File: config.mk
export PLATFORM = sky130hd
export DESIGN_NAME = ascii_decimal_decoder_flat
export DESIGN_NICKNAME = d
export VERILOG_FILES = /design/src/rtl/ascii_decimal_decoder_if.sv /design/src/rtl/ascii_decimal_decoder.sv /design/src/flat_wrapper.sv
export SDC_FILE = /design/constraint.sdc
export NUM_CORES = 1
export LEC_CHECK = 0
export ABC_AREA = 0
export BUFFER_PORTS_ARGS = -buffer_cell sky130_fd_sc_hd__buf_2
export CORE_UTILIZATION = 64
export DETAILED_ROUTE_END_ITERATION = 8
export GPL_ROUTABILITY_DRIVEN = 1
export HOLD_SLACK_MARGIN = 0.1
export PLACE_DENSITY = 0.86
export SLEW_MARGIN = 25
export SYNTH_ARGS = -nofsm -noshare
export SYNTH_HDL_FRONTEND = slang
export SYNTH_SLANG_ARGS = --single-unit
File: constraint.sdc
create_clock -name clk -period 5.7 [get_ports clk]
set_clock_uncertainty 0.2 [all_clocks]
set_input_delay 0.57 -clock clk [delete_from_list [all_inputs] [get_ports clk]]
set_output_delay 0.57 -clock clk [all_outputs]
set_load 0.005 [all_outputs]
File: src/rtl/ascii_decimal_decoder_if.sv
// Byte-in / number-out stream bundle for the ASCII decimal decoder.
// The decoder takes the slave side; whoever feeds bytes and drains numbers takes master.
interface ascii_decimal_decoder_if #(
    parameter int unsigned WIDTH  = 32,
    parameter int unsigned DIGITS = 10
);
    localparam int unsigned CntW = $clog2(1 + DIGITS);

    logic             in_valid;
    logic [7:0]       in_data;
    logic             in_last;
    logic             in_ready;
    logic             out_valid;
    logic             out_ready;
    logic [WIDTH-1:0] out_value;
    logic [CntW-1:0]  out_digits;
    logic             out_overflow;

    modport master (
        output in_valid, in_data, in_last, out_ready,
        input  in_ready, out_valid, out_value, out_digits, out_overflow
    );

    modport slave (
        input  in_valid, in_data, in_last, out_ready,
        output in_ready, out_valid, out_value, out_digits, out_overflow
    );
endinterface

File: src/rtl/ascii_decimal_decoder.sv
// Turns each maximal run of ASCII '0'..'9' into one binary word with digit count and
// overflow flag; any other byte terminates the run and is dropped.
module ascii_decimal_decoder #(
    parameter int unsigned WIDTH  = 32,
    parameter int unsigned DIGITS = 10
) (
    input logic                   clk,
    input logic                   reset,
    ascii_decimal_decoder_if.slave bus
);
    localparam int unsigned CntW = $clog2(1 + DIGITS);

    typedef enum logic [1:0] {StIdle, StAccum, StEmit} state_e;

    state_e           state_q, state_d;
    logic [WIDTH-1:0] acc_q, acc_d;
    logic [CntW-1:0]  cnt_q, cnt_d;
    logic             ovf_q, ovf_d;

    logic             out_valid_q;
    logic [WIDTH-1:0] out_value_q;
    logic [CntW-1:0]  out_digits_q;
    logic             out_overflow_q;

    logic             is_digit;
    logic             take;
    logic [3:0]       digit;
    logic [WIDTH+3:0] acc_x10;
    logic             cnt_full;

    assign is_digit    = (bus.in_data >= 8'h30) && (bus.in_data <= 8'h39);
    assign digit       = bus.in_data[3:0];
    assign bus.in_ready = (state_q != StEmit);
    assign take        = bus.in_valid && bus.in_ready;
    assign cnt_full    = (cnt_q == CntW'(DIGITS));

    // Four guard bits catch any carry out of WIDTH from acc*10 + d.
    assign acc_x10 = ({4'b0000, acc_q} << 3) + ({4'b0000, acc_q} << 1)
                   + {{WIDTH{1'b0}}, digit};

    always_comb begin
        state_d = state_q;
        acc_d   = acc_q;
        cnt_d   = cnt_q;
        ovf_d   = ovf_q;
        unique case (state_q)
            StIdle: begin
                if (take && is_digit) begin
                    acc_d   = WIDTH'(digit);
                    cnt_d   = CntW'(1);
                    ovf_d   = 1'b0;
                    state_d = bus.in_last ? StEmit : StAccum;
                end
            end
            StAccum: begin
                if (take) begin
                    if (is_digit) begin
                        acc_d = acc_x10[WIDTH-1:0];
                        ovf_d = ovf_q | (|acc_x10[WIDTH+3:WIDTH]) | cnt_full;
                        if (!cnt_full) cnt_d = cnt_q + CntW'(1);
                        if (bus.in_last) state_d = StEmit;
                    end else begin
                        state_d = StEmit;
                    end
                end
            end
            StEmit: begin
                if (bus.out_ready) state_d = StIdle;
            end
            default: state_d = StIdle;
        endcase
    end

    always_ff @(posedge clk) begin
        if (reset) begin
            state_q <= StIdle;
            acc_q   <= '0;
            cnt_q   <= '0;
            ovf_q   <= 1'b0;
        end else begin
            state_q <= state_d;
            acc_q   <= acc_d;
            cnt_q   <= cnt_d;
            ovf_q   <= ovf_d;
        end
    end

    // Output fields are captured once on entry to StEmit so they stay stable until taken.
    always_ff @(posedge clk) begin
        if (reset) begin
            out_valid_q    <= 1'b0;
            out_value_q    <= '0;
            out_digits_q   <= '0;
            out_overflow_q <= 1'b0;
        end else if (state_q != StEmit && state_d == StEmit) begin
            out_valid_q    <= 1'b1;
            out_value_q    <= acc_d;
            out_digits_q   <= cnt_d;
            out_overflow_q <= ovf_d;
        end else if (state_q == StEmit && bus.out_ready) begin
            out_valid_q    <= 1'b0;
        end
    end

    assign bus.out_valid    = out_valid_q;
    assign bus.out_value    = out_value_q;
    assign bus.out_digits   = out_digits_q;
    assign bus.out_overflow = out_overflow_q;
endmodule
File: src/flat_wrapper.sv
// flat-port wrapper written by rule: the top's interface ports become plain ports
module ascii_decimal_decoder_flat 
#(
    parameter int unsigned WIDTH  = 32,
    parameter int unsigned DIGITS = 10
)
  (clk, reset, bus_in_valid, bus_in_data, bus_in_last, bus_out_ready, bus_in_ready, bus_out_valid, bus_out_value, bus_out_digits, bus_out_overflow);
  ascii_decimal_decoder_if #(.WIDTH(WIDTH), .DIGITS(DIGITS)) bus_i ();
  input logic clk;
  input logic reset;
  input wire logic [$bits(bus_i.in_valid)-1:0] bus_in_valid;
  input wire logic [$bits(bus_i.in_data)-1:0] bus_in_data;
  input wire logic [$bits(bus_i.in_last)-1:0] bus_in_last;
  input wire logic [$bits(bus_i.out_ready)-1:0] bus_out_ready;
  output wire logic [$bits(bus_i.in_ready)-1:0] bus_in_ready;
  output wire logic [$bits(bus_i.out_valid)-1:0] bus_out_valid;
  output wire logic [$bits(bus_i.out_value)-1:0] bus_out_value;
  output wire logic [$bits(bus_i.out_digits)-1:0] bus_out_digits;
  output wire logic [$bits(bus_i.out_overflow)-1:0] bus_out_overflow;
  assign bus_i.in_valid = bus_in_valid;
  assign bus_i.in_data = bus_in_data;
  assign bus_i.in_last = bus_in_last;
  assign bus_i.out_ready = bus_out_ready;
  assign bus_in_ready = bus_i.in_ready;
  assign bus_out_valid = bus_i.out_valid;
  assign bus_out_value = bus_i.out_value;
  assign bus_out_digits = bus_i.out_digits;
  assign bus_out_overflow = bus_i.out_overflow;
  ascii_decimal_decoder #(.WIDTH(WIDTH), .DIGITS(DIGITS)) u_core (.clk(clk), .reset(reset), .bus(bus_i));
endmodule
### Word-level counts from Yosys, hierarchy flattened

Cells that the tools add are included.
Widths: inputs -> output; s select.

* register bits: 77
* input bits: 13
* output and inout bits: 39
* word-level logic and storage cells: 50

* bitwise gates (word level): 2
* order comparisons: 2
* eq/ne operators: 5
* add/subtract/negate cells: 3
* reductions and logical operators: 8
* muxes and demuxes: 22

Operators by type and width (number)
* $mux 32: 3
* $pmux 32 s2: 1
* $add 35x33->36: 1
* $add 36x4->36: 1
* $mux 4: 4
* $mux 2: 6
* $ge 8x6->1 const B: 1
* $le 8x6->1 const B: 1
* $pmux 4 s2: 1
* $pmux 2 s3: 1
* $logic_and 1x1->1: 5
* $mux 1: 5
* $add 4x1->4 const B: 1
* $eq 2x2->1 const B: 2
* $eq 4x4->1 const B: 1
* $reduce_or 4->1: 1
* $eq 2x1->1 const B: 1
* $logic_not 2->1: 1
* $ne 2x2->1 const B: 1
* $or 1x1->1: 2
* $pmux 1 s2: 1
* $reduce_bool 2->1: 1

### Depth between registers and ports, before layout

Gate-level depths: netlist of run 1.

* depth after elaboration: 8
* depth in mapped cells: 13
* gate-level depth less buffers: 13

### Worst setup path before layout of run 1

Ideal clock, no wire load.

* path type: input port to flip-flop
* start: input bus_in_data[3]
* end: register u_core.out_value_q[31], in the netlist u_core.bus.out_value[31]
* buffers on the path: 0
* setup time: 0.136 ns
* required time: 5.364 ns
* path slack: 1.962 ns
* cell stages on the path: 13
* arrival: 3.402 ns
* path through: inv_1 fa_1 inv_1 ha_1 a211oi_1 o21ai_2 o2111ai_1 a311o_1 a211o_2 a2111oi_4 o21ai_0 a41oi_2 a211oi_2

* cells in the longest elaborated chain, start to end: 7
* elaborated cells between the ends (all ways): 15
* those cells by class: add/sub: 1; order compare: 2; eq/ne: 1; mux: 8; reduce/logical: 3

Ends and longest elaborated chain
* start, declared: line flat_wrapper.sv:12 `input wire logic [$bits(bus_i.in_data)-1:0] bus_in_data;`
* parallel branches: the longest is 7 deep, another holds $add 36x4->36
* end signal, assigned: line ascii_decimal_decoder.sv:92 `out_value_q <= '0;`
* end signal, assigned: line ascii_decimal_decoder.sv:97 `out_value_q <= acc_d;`
* end, declared: line ascii_decimal_decoder.sv:21 `logic [WIDTH-1:0] out_value_q;`

Several ways; the timed one is not identified.
A chain may end at the register's enable or synchronous reset.

### Final worst setup path of run 1

* start: register u_core.acc_q[0]
* end: register u_core.out_value_q[23], in the netlist u_core.bus.out_value[23]

* cells in the longest elaborated chain, start to end: 5

Ends and longest elaborated chain
* start, declared: line ascii_decimal_decoder.sv:16 `logic [WIDTH-1:0] acc_q, acc_d;`
* start signal, assigned: line ascii_decimal_decoder.sv:77 `acc_q <= '0;`
* start signal, assigned: line ascii_decimal_decoder.sv:82 `acc_q <= acc_d;`
* $add 35x33->36: line ascii_decimal_decoder.sv:38 `assign acc_x10 = ({4'b0000, acc_q} << 3) + ({4'b0000, acc_q} << 1)`
* $add 36x4->36: line ascii_decimal_decoder.sv:39 `+ {{WIDTH{1'b0}}, digit};`
* $mux 32: line ascii_decimal_decoder.sv:57 `if (is_digit) begin`
* $mux 32: line ascii_decimal_decoder.sv:56 `if (take) begin`
* $pmux 32 s2: line ascii_decimal_decoder.sv:46 `unique case (state_q)`

Every way passes these cells.

==> flow_summary.yaml, run 1 <==
worst_setup_path:
  arrival_ps: 3890
  required_ps: 5750
  timing_worst_setup_path_type: "flip-flop to flip-flop"
  reg2regPathDepth: 13
  crit_path_max_fanout: 4
  slowest_delay_ps: 570
  cpMaxStageDelayCell: "fa_1"
  crit_chain: "inv_1 -> fa_1 -> inv_1 -> ha_1 -> a211oi_1 -> o21ai_2 -> o2111ai_1 -> a311o_1 -> a211o_2 -> a211oi_1 -> or3_1 -> a32oi_1 -> a211oi_1"
  critPathLaunchType: "flip-flop"
  cp-end-kind: "flip-flop"
  crit_path_frequent_cell: "a211oi_1"
synthesis:
  synthCells: 579
  synth_area_leaders: "dfxtp_1, ha_1, nor2_1"
  synth-seq-area-share_pct: 31.4
  synth_flop_cell: "dfxtp_1"
  yosysTopAreaCell: "dfxtp_1"
  synth_nets: 659
  synth_top_area_share_pct: 31.4
  synth_seq_cells: 77
  synth_edf_count: 0
  async_reset_ff_share_pct: 0
  avgSynthCellArea_um2: 8.49
  syn_area_mm2: 0.00491
  synth_cell_types: 51
  ys_warn_count: 0
layout:
  areaGrowthSynthToFinish_pct: 9.19
  final_layout_size_suffix_gt1_share_pct: 13.3
  final_util_pct: 73.2
  final_area_mm2: 0.00537
  diodes: 0
  layout.nets: 692
  nFillCells: 565
clock_network:
  cts_setup_buffers: 0
  clk_pin_slew_ps: 80
  cts-resized-gates: 0
  cts_buffers: 9
  postCtsHoldBufs: 0
  cts-root-buf: "clkbuf_8"
  insertion_delay_ps: 360
  cts_max_level: 3
  clockBufferDepth: 2
  cts_tree: "built"
  cts.sinks: 77
place:
  gp_congestion: 0.900
  hpwl_mm: 8.11
  portBuffers: 51
  dpl_cell_area_mm2: 0.00520
drt:
  num_vias: 4370
  drc: 0
  dr.pass1.iters: 5
  via_per_inst: 6.10
  wl_per_cell_um: 15.6
  postRouteWirelength_mm: 11.2
  ant_nets: 0
  drtIter0Drc: 180
die:
  ios: 52
  die_area_mm2: 0.00803
  die_w_um: 89.6
  core_area_mm2: 0.00733
  row_count: 31
  die_h_um: 89.6
  start_util_pct: 67.0
global_route:
  grt_max_degree: 79
  antenna_found_initial: 0
  grt_pass1_wl_mm: 18.3
  overflow: 0
  grt_usage_pct: 29.5
  grt_pass1_vias: 4017
timing:
  fmax_mhz: 261
  maxSlewViolCount: 0
  max-slew-margin-rel_pct: 27.4
  worst_slew_pin_slew_ps: 1090
  setup_tns_ps: 0
  fin_crit_ps: 3840
  period_share_pct: 67.3
  grt_setup_unrepaired: "no"
  holdWs_ps: 276
  timing_hold_violations_final: 0
  setup_violations: 0
power_and_ir_drop:
  swShare_pct: 24.4
  p_leak_uw: 0.00256
  switchingPower_uw: 229
  power_frac_comb_pct: 3.5
  p_per_area_mw_per_mm2: 175
  power_frac_seq_pct: 57.8
  p_clk_share_pct: 38.7
  ir_drop_uv: 217
  internal_power_uw: 710
hold_path:
  hold_path.class: "flip-flop to flip-flop"
  worstHoldPathCells: 2
flow_run:
  maxCapViolCount: 0
status:
  status: "complete, no violations"
## per-stage QoR
step | instances | power [uW] | worst slack (ps)
after floorplan | 579 | 577 | 1960
after global placement | 700 | 587 | 1700
after detailed placement | 700 | 589 | 1600
after CTS | 716 | 941 | 1880
after global routing | 716 | 968 | 1650
final | 716 | 939 | 1860
## final cells by class
cell class | instances | area (um^2) | area share [%]
tap | 99 | 124 | 2.31
timing repair buffer | 53 | 270 | 5.04
clock buffer | 10 | 128 | 2.38
multi-input combinational | 457 | 3210 | 59.8
sequential | 77 | 1540 | 28.7
clock inverter | 6 | 40.0 | 0.746
inverter | 14 | 52.6 | 0.979
## placed cells by master (no fill, tap or decap), types with 5 or more instances in the layout
master | netlist | final
a211oi_1 | 40 | 40
a21o_1 | 11 | 11
a21oi_1 | 40 | 40
a22oi_1 | 26 | 26
buf_2 | 1 | 51
clkbuf_8 | 0 | 9
dfxtp_1 | 77 | 77
ha_1 | 65 | 65
inv_1 | 14 | 14
mux2i_1 | 5 | 5
nand2_1 | 34 | 34
nand3_1 | 5 | 5
nand4_1 | 5 | 5
nor2_1 | 89 | 88
nor2b_1 | 7 | 7
nor3_1 | 9 | 9
o211ai_1 | 5 | 5
o21a_1 | 9 | 9
o21ai_0 | 25 | 25
or3_1 | 6 | 6
xnor2_1 | 13 | 13
xor2_1 | 14 | 14
## worst max-delay path: cells and delay by family, from the launching register on
family	cells	cell delay, ps
adders and majority gates	2	870
buffers and inverters	2	150
and+or+nand+nor	1	150
DFF	1	370
AOI/OAI and AO/OA	8	1990
## metal layers
layer  GRT usage [%]  share of wire, %  vias to the layer above
li1                -                 -                     2175
met1            37.6                46                     2060
met2            48.5                48                      115
met3            7.40               4.7                       20
met4            10.4               1.4                        0
met5               0                 0                        -
## cell families (layout without fill, tap and decap cells)
family	Yosys count	in the layout	synth area share, %
flip-flops	77	77	31.4
AND/OR/NAND/NOR	175	175	16.1
AO/OA/AOI/OAI	183	183	25.8
XOR/XNOR	27	27	4.81
buffers and inverters	45	83	3.46
adder cells (fa/ha/maj)	67	67	17.4
multiplexers	5	5	1.02
## flip-flops by register name, summed over array words and instances (netlist names)
name	cells
u_core.cnt_q	4
u_core.bus.out_digits	4
u_core.acc_q	32
u_core.state_q	2
u_core.bus.out_value	32
u_core.ovf_q	1
u_core.bus.out_overflow	1
u_core.bus.out_valid	1
## synthesized netlist by cell type (all sizes together), types with 2 or more instances
cell type / instances
a211oi: 41
a21boi: 2
a21o: 11
a21oi: 40
a221oi: 2
a22oi: 26
a31oi: 4
a32oi: 3
and2: 4
and3: 4
buf: 3
clkbuf: 28
dfxtp: 77
fa: 2
ha: 65
inv: 14
mux2i: 5
nand2: 34
nand2b: 3
nand3: 5
nand3b: 2
nand4: 5
nor2: 89
nor2b: 7
nor3: 9
o211ai: 6
o21a: 9
o21ai: 27
o21bai: 3
or2: 4
or3: 6
xnor2: 13
xor2: 14
## final timing paths
| kind | to | start | slack, ps |
|---|---|---|---|
| worst max-delay path | u_core.bus.out_value[23]$_SDFFE_PP0P_ | u_core.acc_q[0]$_SDFF_PP0_ | 1860 |
| worst min-delay path | u_core.bus.out_digits[0]$_SDFFE_PP0P_ | u_core.bus.out_digits[0]$_SDFFE_PP0P_ | 280 |
| worst max register to register | u_core.bus.out_value[23]$_SDFFE_PP0P_ | u_core.acc_q[0]$_SDFF_PP0_ | 1860 |
| worst min register to register | u_core.bus.out_digits[0]$_SDFFE_PP0P_ | u_core.bus.out_digits[0]$_SDFFE_PP0P_ | 280 |
## power groups by stage
stage	logic, uW	clock network [uW]	registers [uW]
finish	33.1	363	543
global route	37.3	387	544
CTS	33.1	365	543
detailed placement	32.9	0	556
global placement	31.9	0	556
floorplan	20.9	0	556
(Power assumes the default switching activity.)
==> run 2, diff against run 1 <==
--- a/config.mk
+++ b/config.mk
@@ -5,13 +5,13 @@
 export SDC_FILE = /design/constraint.sdc
 export NUM_CORES = 1
 export LEC_CHECK = 0
-export ABC_AREA = 0
+export ABC_AREA = 1
 export BUFFER_PORTS_ARGS = -buffer_cell sky130_fd_sc_hd__buf_2
-export CORE_UTILIZATION = 64
+export CORE_UTILIZATION = 55
 export DETAILED_ROUTE_END_ITERATION = 8
 export GPL_ROUTABILITY_DRIVEN = 1
 export HOLD_SLACK_MARGIN = 0.1
-export PLACE_DENSITY = 0.86
+export PLACE_DENSITY = 0.78
 export SLEW_MARGIN = 25
 export SYNTH_ARGS = -nofsm -noshare
 export SYNTH_HDL_FRONTEND = slang
==> constraint.sdc (replaced) <==
create_clock -name clk -period 3.1 [get_ports clk]
set_clock_uncertainty 0.2 [all_clocks]
set_input_delay 0.31 -clock clk [delete_from_list [all_inputs] [get_ports clk]]
set_output_delay 0.31 -clock clk [all_outputs]
set_load 0.005 [all_outputs]
==> flow_summary.yaml, run 2 <==
die:
  core_area_mm2: 0.00991
  die_w_um: 104
  ios: 52
  die_area_mm2: 0.0108
  die_h_um: 104
  start_util_pct: 57.7
  row_count: 36
timing:
  timing_hold_violations_final: 0
  fin_crit_ps: 2920
  worst_slew_pin_slew_ps: 639
  maxSlewViolCount: 0
  fmax_mhz: 343
  layout_setup_ws_ps: 182
  setup_violations: 0
  period_share_pct: 94.1
  max-slew-margin-rel_pct: 57.4
drt:
  ant_nets: 0
  drtIter0Drc: 331
  wl_per_cell_um: 13.6
  postRouteWirelength_mm: 14.9
  num_vias: 5772
  dr.pass1.iters: 8
  drc: 0
  via_per_inst: 5.25
power_and_ir_drop:
  power_uw: 1970
  p_leak_uw: 0.00348
  switchingPower_uw: 515
  power_frac_comb_pct: 8.3
  swShare_pct: 26.2
  ir_drop_uv: 272
  internal_power_uw: 1450
  power_frac_seq_pct: 52.2
  p_per_area_mw_per_mm2: 306
  p_clk_share_pct: 39.5
layout:
  layout_common_cells: "nand2_1, inv_1, nor2_1"
  layout.nets: 1041
  diodes: 0
  nFillCells: 935
  seq_area_mm2: 0.00154
  multi_input_area_mm2: 0.00364
  final_layout_size_suffix_gt1_share_pct: 12.1
  mostFrequentLayoutCell: "nand2_1"
  areaGrowthSynthToFinish_pct: 12.4
worst_setup_path:
  timing_worst_setup_path_type: "flip-flop to flip-flop"
  arrival_ps: 2970
  crit_chain: "inv_1 -> fa_2 -> fa_2 -> nand3b_1 -> nand2_2 -> nand2_1 -> nand2_2 -> nand2_1 -> nand2_2 -> nand2_1 -> nand3_1 -> nand2_1 -> nor2_2 -> nand2_2 -> nand2_2 -> nand3_1 -> nand2_1 -> inv_1"
  cp-end-kind: "flip-flop"
  crit_path_max_fanout: 4
  required_ps: 3160
  slowest_delay_ps: 470
  cpMaxStageDelayCell: "fa_2"
  critPathLaunchType: "flip-flop"
global_route:
  grt_pass1_vias: 5209
  grt_pass1_wl_mm: 24.6
  overflow: 0
  grt_max_degree: 39
  antenna_found_initial: 0
  grt_usage_pct: 28.0
place:
  portBuffers: 51
  gp_congestion: 0.911
  preCtsSetupSlack_ps: -19.0
  hpwl_mm: 11.3
synthesis:
  synthTopCellsByCount: "nand2_1, inv_1, nor2_1"
  ys_warn_count: 0
  synth-seq-area-share_pct: 26.9
  syn_area_mm2: 0.00572
  avgSynthCellArea_um2: 6.34
  synth_cell_types: 40
  async_reset_ff_share_pct: 0
  yosysMostFrequentCell: "nand2_1"
  synth_area_leaders: "dfxtp_1, nand2_1, ha_1"
  synth_edf_count: 0
  synthCells: 902
  synth_top_area_share_pct: 26.9
  yosysTopAreaCell: "dfxtp_1"
  synth_seq_cells: 77
  synth_flop_cell: "dfxtp_1"
  synth_nets: 982
clock_network:
  cts_buffers: 9
  cts_max_level: 3
  cts-root-buf: "clkbuf_8"
  clk_pin_slew_ps: 90
  insertion_delay_ps: 370
  cts_setup_buffers: 0
  clockBufferDepth: 2
  cts.sinks: 77
  cts_tree: "built"
hold_path:
  hold_path.class: "input port to flip-flop"
flow_run:
  maxCapViolCount: 0
status:
  status: "complete, no violations"
run 2: changes by cell type in the layout (fill, tap and decap cells not counted), moves of 13 or more:
cell      change
inv_1       +110
o21ai_0      +14
nand2_1     +225
nand2_2      +13
nand3_1      +43
a211oi_1     -39
a22oi_1      -24
a21oi_1      +30
nor2_1       +27
run 2: final timing paths:
check | slack [ps] | start | to | depth (start not counted)
setup / recovery | 180 | u_core.acc_q[0]$_SDFF_PP0_ | u_core.bus.out_overflow$_SDFFE_PP0P_ | 18
hold / removal | 110 | bus_in_last | u_core.state_q[1]$_SDFF_PP0_ | 5
setup reg to reg | 180 | u_core.acc_q[0]$_SDFF_PP0_ | u_core.bus.out_overflow$_SDFFE_PP0P_ | 18
hold reg to reg | 270 | u_core.bus.out_value[8]$_SDFFE_PP0P_ | u_core.bus.out_value[8]$_SDFFE_PP0P_ | 2
run 2: area by class of cell:
type,instances,share of cell area (%)
Clock buffer,11,2.04
Clock inverter,5,0.934
Inverter,128,7.51
Multi-Input combinational cell,677,56.7
Sequential cell,77,24.0
Tap cell,133,2.59
Timing Repair Buffer,68,6.26
run 2: repair_timing:
action	CTS	global route
hold buffers	3	0
endpoints found under the setup margin	0	23
gates resized for setup	0	21
hold endpoints to repair	3	0
run 2: through the flow:
| stage | cell area [um^2] | util, % | std cells | hold slack, ps | setup TNS (ps) |
|---|---|---|---|---|---|
| 3_3_place_gp | 6140 | 62.0 | 1080 | 251 | 0 |
| 6_report | 6430 | 64.9 | 1099 | 107 | 0 |
| 2_1_floorplan | 5720 | - | 902 | 251 | 0 |
| 4_1_cts | 6370 | 64.2 | 1099 | 106 | 0 |
| 3_5_place_dp | 6140 | 62.0 | 1080 | 255 | -19.0 |
| 5_1_grt | 6430 | 64.9 | 1099 | 154 | -46.0 |
run 2: routing by layer:
| layer | vias to the layer above | part of all wire, % | wire (um) | global-route usage (%) |
|---|---|---|---|---|
| li1 | 2982 | - | - | - |
| met3 | 25 | 6.6 | 978 | 3.57 |
| met5 | - | 0 | 0 | 0 |
| met2 | 186 | 45 | 6640 | 44.6 |
| met4 | 0 | 1.9 | 286 | 8.78 |
| met1 | 2579 | 47 | 6990 | 39.3 |
run 2: worst max-delay path, delay by kind of cell (launching register included):
kind / cells / cell delay (ps)
adders and majority gates: 2 / 880
DFF: 1 / 320
and+or+nand+nor: 14 / 1280
buffers and inverters: 2 / 120
run 2: power by group through the flow:
stage | Combinational [uW] | Clock, uW | Sequential, uW
6_report | 163 | 777 | 1030
5_1_grt | 184 | 825 | 1030
4_1_cts | 161 | 785 | 1030
3_5_place_dp | 157 | 0 | 1050
3_3_place_gp | 154 | 0 | 1050
2_1_floorplan | 101 | 0 | 1050
run 2: kinds of logic after synthesis:
group / share of synthesized area (%)
fa+ha+maj: 14.9
buf+inv: 10.5
simple gates: 34.2
xor+xnor: 0.765
flops: 26.9
compound gates: 12.8
==> run 3, diff against run 2 <==
--- a/config.mk
+++ b/config.mk
@@ -7,11 +7,13 @@
 export LEC_CHECK = 0
 export ABC_AREA = 1
 export BUFFER_PORTS_ARGS = -buffer_cell sky130_fd_sc_hd__buf_2
-export CORE_UTILIZATION = 55
+export CELL_PAD_IN_SITES_DETAIL_PLACEMENT = 1
+export CELL_PAD_IN_SITES_GLOBAL_PLACEMENT = 1
+export CORE_UTILIZATION = 39
 export DETAILED_ROUTE_END_ITERATION = 8
 export GPL_ROUTABILITY_DRIVEN = 1
 export HOLD_SLACK_MARGIN = 0.1
-export PLACE_DENSITY = 0.78
+export PLACE_DENSITY_LB_ADDON = 0.1
 export SLEW_MARGIN = 25
 export SYNTH_ARGS = -nofsm -noshare
 export SYNTH_HDL_FRONTEND = slang
==> flow_summary.yaml, run 3 (same netlist as run 2, synthesis figures left out) <==
layout:
  seq_area_mm2: 0.00154
  final_layout_size_suffix_gt1_share_pct: 14.6
  mostFrequentLayoutCell: "nand2_1"
  layout_common_cells: "nand2_1, inv_1, nor2_1"
  diodes: 0
  layout.nets: 1060
  areaGrowthSynthToFinish_pct: 18.0
  nFillCells: 1954
  multi_input_area_mm2: 0.00365
place:
  portBuffers: 51
  hpwl_mm: 15.5
  gp_congestion: 0.871
clock_network:
  cts_tree: "built"
  clk_pin_slew_ps: 70
  cts.sinks: 77
  cts_max_level: 3
  insertion_delay_ps: 350
  cts_buffers: 9
  cts-root-buf: "clkbuf_16"
  clockBufferDepth: 2
drt:
  ant_nets: 0
  via_per_inst: 5.20
  drtIter0Drc: 299
  postRouteWirelength_mm: 19.5
  wl_per_cell_um: 16.7
  drc: 0
  dr.pass1.iters: 4
  num_vias: 6063
timing:
  worst_slew_pin_slew_ps: 471
  fmax_mhz: 336
  max-slew-margin-rel_pct: 68.6
  grt_setup_unrepaired: "no"
  setup_violations: 0
  setup_tns_ps: 0
  timing_hold_violations_final: 0
  period_share_pct: 95.9
  fin_crit_ps: 2970
  maxSlewViolCount: 0
flow_run:
  maxCapViolCount: 0
worst_setup_path:
  timing.reg2reg.setup_slack_ps: 130
  arrival_ps: 3030
  timing_worst_setup_path_type: "flip-flop to flip-flop"
  critPathLaunchType: "flip-flop"
  required_ps: 3150
  cp-end-kind: "flip-flop"
  crit_path_max_fanout: 3
global_route:
  grt_pass1_vias: 6267
  grt_max_degree: 38
  antenna_found_initial: 0
  overflow: 0
  grt_usage_pct: 27.6
  grt_pass1_wl_mm: 31.6
die:
  die_area_mm2: 0.0152
  core_area_mm2: 0.0141
  ios: 52
  start_util_pct: 40.6
  die_w_um: 123
  die_h_um: 123
  row_count: 43
hold_path:
  hold_path.class: "input port to flip-flop"
power_and_ir_drop:
  p_per_area_mw_per_mm2: 344
  ir_drop_uv: 224
  power_uw: 2320
  p_leak_uw: 0.00362
status:
  status: "complete, no violations"
-- run 3: cell types whose count changed in the layout (fill, tap and decap cells not counted), moves of 3 or more --
cell | previous run | this run
o21ai_1 | 2 | 5
o21ai_0 | 39 | 36
inv_2 | 3 | 6
clkbuf_16 | 0 | 9
buf_4 | 13 | 32
clkbuf_8 | 9 | 1
inv_1 | 124 | 121
-- run 3: per-layer routing --
metal  global-route usage, %  part of all wire [%]
met2                    46.4                    46
met4                    8.81                   1.8
met3                    3.60                   4.2
met5                       0                     0
met1                    36.6                    48
-- run 3: what timing repair did --
action / 4_1_cts / 5_1_grt
endpoints found under the setup margin: 9 / 21
buffers inserted: 0 / 2
hold buffers: 3 / 0
pin swaps: 3 / 8
gates resized for setup: 6 / 24
hold endpoints to repair: 3 / 0
-- run 3: cell type report --
cell class              count  area share [%]
multi-input cells         677            54.0
flip-flops and latches     77            22.9
repair buffers             87            8.08
inverters                 128            7.16
clock buffers              10            3.54
well taps                 180            3.34
clock inverters             6           0.983
-- run 3: metrics by stage --
step | hold WS (ps) | util [%] | setup slack [ps] | instance area [um^2] | std cells
after CTS | 125 | 47.4 | 28.1 | 6680 | 1163
after global placement | 248 | 44.9 | -5.00 | 6330 | 1144
after detailed placement | 256 | 44.9 | -116 | 6330 | 1144
final | 135 | 47.9 | 127 | 6750 | 1165
after global routing | 176 | 47.9 | 0.737 | 6750 | 1165
after floorplan | 251 | - | 357 | 5720 | 902
-- run 3: worst paths after layout --
| check | start | endpoint | cells after the start |
|---|---|---|---|
| min reg2reg | u_core.bus.out_value[8]$_SDFFE_PP0P_ | u_core.bus.out_value[8]$_SDFFE_PP0P_ | 2 |
| max reg2reg | u_core.acc_q[0]$_SDFF_PP0_ | u_core.bus.out_value[25]$_SDFFE_PP0P_ | 18 |
| min | bus_in_last | u_core.state_q[1]$_SDFF_PP0_ | 5 |
| max | u_core.acc_q[0]$_SDFF_PP0_ | u_core.bus.out_value[25]$_SDFFE_PP0P_ | 18 |
-- run 3: critical path, stage by stage (launching register included) --
cell and delay (ps):
dfxtp_2 330, inv_2 50, fa_1 550, inv_1 60, ha_1 300, nand2_1 60
nand2_1 90, nand3_1 80, nand2_1 120, nand2_1 130, nand2_2 130, nand3_1 80
nand3_1 100, a21oi_1 70, o21ai_1 120, buf_4 150, nand3_1 120, nand2_1 110
inv_1 40
-- run 3: power by group --
part	total, uW	internal [uW]	switching [uW]	leakage [uW]
clock network	1120	652	470	0.000154
registers	1030	1010	15.0	0.000624
logic	172	66.5	106	0.00284
